--- src/rtl/ifetch_unit.sv ---
// Instruction fetch: pc register, combinational ROM lookup, 2-entry {pc, word} buffer,
// redirect handling and a RUN/HALT/ERR control FSM.
module ifetch_unit #(
    parameter logic [31:0] RESET_PC    = 32'h0000_0000,
    parameter logic [5:0]  HALT_OPCODE = 6'd63
) (
    input  logic        clk,
    input  logic        reset,
    output logic [31:0] imem_addr,
    input  logic [31:0] imem_data,
    input  logic        branch_valid,
    input  logic [31:0] branch_target,
    output logic        instr_valid,
    output logic [31:0] instr,
    output logic [31:0] instr_pc,
    input  logic        instr_ready,
    output logic        halted,
    output logic        misalign_err
);
    localparam logic [1:0] RUN  = 2'd0;
    localparam logic [1:0] HALT = 2'd1;
    localparam logic [1:0] ERR  = 2'd2;

    typedef struct packed {
        logic [31:0] pc;
        logic [31:0] word;
    } fetch_ent_t;

    logic [31:0] pc;
    logic [1:0]  count;
    logic [1:0]  state;
    fetch_ent_t  head, tail, new_ent;
    logic        redirect, pop, fetch, is_halt;

    assign imem_addr   = pc;
    assign instr_valid = (count != 2'd0) && (state != ERR);
    assign instr       = head.word;
    assign instr_pc    = head.pc;
    assign halted      = (state == HALT) && (count == 2'd0);

    // A redirect wins over both fetch and pop in the same cycle.
    assign redirect = (state == RUN) && branch_valid;
    assign pop      = instr_valid && instr_ready && !redirect;
    assign fetch    = (state == RUN) && !branch_valid && ((count != 2'd2) || pop);
    assign is_halt  = (imem_data[31:26] == HALT_OPCODE);
    assign new_ent  = '{pc: pc, word: imem_data};

    always_ff @(posedge clk) begin
        if (reset) begin
            pc           <= RESET_PC;
            count        <= 2'd0;
            state        <= RUN;
            misalign_err <= 1'b0;
            head         <= '0;
            tail         <= '0;
        end else if (redirect) begin
            count <= 2'd0;
            if (branch_target[1:0] == 2'b00) begin
                pc <= branch_target;
            end else begin
                state        <= ERR;
                misalign_err <= 1'b1;
            end
        end else begin
            // head is always the oldest entry; tail is only meaningful when count==2
            case ({fetch, pop})
                2'b11: begin
                    if (count == 2'd2) begin
                        head <= tail;
                        tail <= new_ent;
                    end else begin
                        head <= new_ent;
                    end
                end
                2'b01: begin
                    head  <= tail;
                    count <= count - 2'd1;
                end
                2'b10: begin
                    if (count == 2'd0) head <= new_ent;
                    else               tail <= new_ent;
                    count <= count + 2'd1;
                end
                default: ;
            endcase
            if (fetch) begin
                if (is_halt) state <= HALT;
                else         pc    <= pc + 32'd4;
            end
        end
    end
endmodule

--- config.mk ---
export PLATFORM = sky130hd
export DESIGN_NAME = ifetch_unit
export DESIGN_NICKNAME = d
export VERILOG_FILES = /design/src/rtl/ifetch_unit.sv
export SDC_FILE = /design/constraint.sdc
export NUM_CORES = 1
export LEC_CHECK = 0
export CAP_MARGIN = 20
export CORE_ASPECT_RATIO = 0.5
export CORE_MARGIN = 2
export CORE_UTILIZATION = 45
export DETAILED_ROUTE_END_ITERATION = 7
export DONT_BUFFER_PORTS = 1
export PLACE_DENSITY = 0.68
export SETUP_SLACK_MARGIN = 0.4
export SKIP_LAST_GASP = 1
export SLEW_MARGIN = 20
export SYNTH_ARGS = -nofsm -noshare
export SYNTH_HDL_FRONTEND = slang
export SYNTH_SLANG_ARGS = --single-unit
--- constraint.sdc ---
create_clock -name clk -period 3.7 [get_ports clk]
set_clock_uncertainty 0.05 [all_clocks]
set_input_delay 0.74 -clock clk [delete_from_list [all_inputs] [get_ports clk]]
set_output_delay 0.74 -clock clk [all_outputs]
set_load 0.02 [all_outputs]
### Word level (Yosys, flattened, before mapping)

Index checks and enable logic that the tools add are counted.

| word-level totals | value |
|---|---|
| memories | 0 |
| output and inout port bits | 99 |
| word-level logic and storage cells | 67 |
| bits in latches | 0 |
| RAM bits | 0 |
| register bits after elaboration | 165 |
| bits of input ports | 68 |
| memory bits (read-only) | 0 |

| cells by class | value |
|---|---|
| order comparisons | 0 |
| eq/ne operators | 14 |
| bitwise logic cells | 2 |
| muxes and demuxes | 15 |
| shift-type cells | 0 |
| reductions and logical operators | 25 |
| $add $sub $neg | 3 |
| multiply operators | 0 |
| div/mod/pow operators | 0 |

Operators with widths:

| operator | number |
|---|---|
| $mux W64 | 4 |
| $pmux W64 S3 | 1 |
| $mux W32 | 4 |
| $pmux W64 S2 | 1 |
| $add A32 B3 Y32 const B | 1 |
| $ne A2 B2 Y1 const B | 7 |
| $reduce_bool A2 Y1 | 5 |
| $reduce_and A3 Y1 | 3 |
| $mux W2 | 4 |
| $logic_and A1 B1 Y1 | 7 |
| $eq A2 B2 Y1 const B | 3 |
| $eq A6 B6 Y1 const B | 1 |
| $logic_not A2 Y1 | 3 |
| $eq A2 B1 Y1 const B | 2 |
| $pmux W2 S2 | 1 |
| $reduce_and A4 Y1 | 1 |
| $reduce_bool A3 Y1 | 1 |
| $add A2 B1 Y2 const B | 1 |
| $logic_not A1 Y1 | 2 |
| $ne A2 B1 Y1 const B | 1 |
| $not A1 Y1 | 2 |
| $reduce_and A2 Y1 | 1 |
| $reduce_or A2 Y1 | 1 |
| $sub A2 B1 Y2 const B | 1 |
| $logic_or A1 B1 Y1 | 1 |

### Longest topological paths before layout

| depth | value |
|---|---|
| word-level depth | 9 |
| mapped depth | 8 |
| depth with buffers taken out | 6 |

### Worst setup path after synthesis

OpenSTA, ideal clock, no wires.

| path | value |
|---|---|
| path kind | input to register |
| start | in instr_ready |
| end | reg pc[22], in the netlist imem_addr[22] |
| setup slack | 1.448 ns |
| stages | 7 |
| path buffers | 2 |
| required time | 3.547 ns |
| arrival | 2.099 ns |
| setup time | 0.103 ns |
| cells stage by stage | buf_2 -> or3b_1 -> o211a_1 -> nor2_1 -> buf_2 -> nor3_1 -> a2111oi_2 |

| on the way | value |
|---|---|
| cells in the longest elaborated chain, start to end | 6 |

RTL lines:

| item | line | source |
|---|---|---|
| start, declared | 16 | `input logic instr_ready,` |
| $logic_and A1 B1 Y1 (2 in series) | 43 | `assign pop = instr_valid && instr_ready && !redirect;` |
| $logic_or A1 B1 Y1 | 44 | `assign fetch = (state == RUN) && !branch_valid && ((count != 2'd2) \|\| pop);` |
| $logic_and A1 B1 Y1 | 44 |  |
| $reduce_bool A2 Y1 (no line) | n/a |  |
| $reduce_and A3 Y1 (no line) | n/a |  |
| end signal, assigned | 59 | `pc <= branch_target;` |
| end signal, assigned | 88 | `else pc <= pc + 32'd4;` |
| end, declared | 29 | `logic [31:0] pc;` |

Every way passes these cells.
A chain may end at the register's enable or synchronous reset.

### Worst setup path after layout

| path | value |
|---|---|
| start | reg state[1] |
| end | reg pc[22], in the netlist imem_addr[22] |

| on the way | value |
|---|---|
| cells in the longest elaborated chain, start to end | 8 |
| elaborated cells between the ends (all ways) | 15 |
| classes of those cells | 3 x eq/ne; 1 x mux; 11 x reduce/logical |

RTL lines:

| item | line | source |
|---|---|---|
| start, declared | 31 | `logic [1:0] state;` |
| start signal, assigned | 52 | `state <= RUN;` |
| start signal, assigned | 61 | `state <= ERR;` |
| start signal, assigned | 87 | `if (is_halt) state <= HALT;` |
| $ne A2 B2 Y1 / $logic_not A2 Y1 (equally long branches) | 36, 42, 44 |  |
| $logic_and A1 B1 Y1 (on tied branches) | 36, 42 |  |
| $logic_and A1 B1 Y1 / $logic_not A1 Y1 (equally long branches) | 43 |  |
| $logic_and A1 B1 Y1 | 43 |  |
| $logic_or A1 B1 Y1 | 44 |  |
| $logic_and A1 B1 Y1 | 44 |  |
| $reduce_bool A2 Y1 (no line) | n/a |  |
| $reduce_and A3 Y1 (no line) | n/a |  |

Several ways; a longest one is shown, not always the timed one.

==> out/results.ini <==
[critical_path]
start_kind=register
cp_max_fo=29
cp.required_ns=3.97
cp-end-kind=register
crit_type=register to register
crit_arrival_ns=2.71
reg2reg_depth=6

[placement]
place_ws_ns=1.00
placed_cells=1108
place.gp.congestion=0.859
place.port_buffers=0
dp_hpwl_microns=12900

[die]
die_h_microns=93.6
start_util_pct=46.4
design.core.area_sq_um=15600
fp-row-count=32
io_pins=167
die_area_sq_um=17200
die_w_microns=183

[synth]
ys_warn_count=0
synth_cell_types=51
syn_area_sq_um=7230
synth_flop_cell=dfxtp_1
yosysSeqAreaShare_pct=45.7
syn_area_per_cell_sq_um=7.44
synthArstFlopShare_pct=0
syn-num-nets=1041
synth_seq_cells=165
synth_edf_count=0
synth_cells=972

[worst_hold_path]
hold_path_class=primary input to register
whs_path_depth=1

[finish]
fin_util_pct=50.7
layout_commonest_cell=nand2_1
diodes=0
layout.nets=992
area_delta_synth_final_pct=9.10
fin_cells=1140
final_cell_mix=nand2_1 (296), dfxtp_1 (165), a21oi_1 (95)
drive_gt1_share_pct=6.62

[detailed_routing]
vias=6718
first_iter_violations=569
wl_per_cell_microns=17.6
viasPerCell=5.89
routed_wl_microns=20100
first_pass_iters=5
drc=0
drt.antenna.violating_nets=0

[clocking]
cts_max_level=4
cts_tree=yes
clockBufferDepth=2
cts_root_buf=clkbuf_16
cts_made_buffers=17
path_clk_slew_ns=0.07
cts_resized=0
clk_latency_ns=0.42
ctsHoldBuffers=0
clock-sinks=165
post_cts_buffers=0

[pwr]
switching_power_uw=1170
p_comb_share_pct=8.4
p_sw_share_pct=28.2
power_density_nw_per_um2=526
internal_power_uw=2980
ir_worst_vdd_mv=0.333
p_seq_share_pct=48.5
p_clk_share_pct=43.1
total_leakage_power_uw=0.00253

[timing]
setup_viol=0
finalHoldViolCount=0
fin_crit_ns=2.44
setup_tns_ns=0
final.period_utilization_pct=65.9
fmax_mhz=410
worst_slew_pin_slew_ns=0.793
rsz0062_at_grt=false
worst_slack_ns=1.26
slew_violations=0
relSlewSlack_pct=46.7

[global_route]
track_usage_pct=23.7
grt_max_degree=165
overflow=0
grt_pass1_wl_microns=32600
antenna_found_initial=0
grt_pass1_vias=6238

[job]
maxCapViolCount=0

[outcome]
status=completed

## metrics by stage
step / power [uW] / cell area [sq um] / hold slack [ns]
floorplan: 2310 / 7230 / 0.387
global placement: 2390 / 7300 / 0.386
detailed placement: 2400 / 7300 / 0.391
CTS: 4180 / 7890 / 0.324
global route: 4320 / 7890 / 0.323
finish: 4150 / 7890 / 0.340
## cell type report
type / instances / area [sq um]
fill: 1509 / 7690
sequential: 165 / 3300
timing repair buffer: 16 / 145
tap: 204 / 255
multi-input combinational: 719 / 3580
clock buffer: 19 / 443
clock inverter: 13 / 145
inverter: 4 / 15.0
## synthesized netlist by cell type, types with 2 or more instances
cell type  instances  share of area [%]
and2_1             7               0.61
buf_2             19                1.3
nor3_1            10               0.69
nand2_1          298                 15
buf_4              3               0.31
or3b_1             2               0.24
nand4_1           15                1.3
nor4_1             3               0.26
o22ai_1            4               0.35
nand3_1           78                5.4
a21oi_1           95                6.6
a31oi_1           76                6.6
o31ai_1            3               0.31
mux2i_1            5               0.69
clkbuf_1          60                3.1
a211oi_1           7               0.73
a22o_1             2               0.24
and4_1             4               0.48
nand2b_1           3               0.26
and3_1             4               0.35
a2111oi_2          2               0.42
nor3b_1            4               0.42
inv_1              4               0.21
nor2_1            42                2.2
o211a_1            2               0.28
dfxtp_1          165                 46
a21o_1             6               0.62
o31a_1             2               0.24
o21ai_0           25                1.7
## sequential cells by signal (all words and copies together) (netlist names)
register	count
tail	64
imem_addr	32
instr	32
instr_pc	32
count	2
state	2
misalign_err	1
## critical path, stage by stage (launching register included)
cell	delay, ns
dfxtp_1	0.38
nor3_1	0.68
o211ai_2	0.36
nand2b_1	0.16
buf_4	0.33
nor2_1	0.09
a2111oi_2	0.28
## power groups by stage
stage               Clock, uW  Sequential [uW]  Combinational (uW)
finish                   1790             2010                 349
global route             1910             2020                 393
CTS                      1830             2010                 347
detailed placement          0             2050                 348
global placement            0             2050                 338
floorplan                   0             2010                 303
## cell families after synthesis
logic type / share of synthesized area (%)
adder cells (fa/ha/maj): 0.173
AO/OA/AOI/OAI: 19.6
multiplexers: 0.692
flip-flops: 45.7
buffers and inverters: 5.07
AND/OR/NAND/NOR: 28.8
## routing by layer
| metal | share of wire [%] | track usage (%) |
|---|---|---|
| met5 | 0 | 0 |
| met4 | 1.4 | 6.07 |
| met3 | 8.7 | 7.28 |
| met2 | 46 | 38.4 |
| met1 | 44 | 30.9 |
## worst paths after layout
kind / start / to / slack (ns)
hold / removal: reset / tail[13]$_SDFFE_PP0P_ / 0.34
setup / recovery: state[1]$_SDFFE_PP0P_ / imem_addr[22]$_SDFFE_PP0P_ / 1.26
hold reg to reg: tail[7]$_SDFFE_PP0P_ / tail[7]$_SDFFE_PP0P_ / 0.40
setup reg to reg: state[1]$_SDFFE_PP0P_ / imem_addr[22]$_SDFFE_PP0P_ / 1.26
Note: power is estimated with default switching activity, not from simulation.
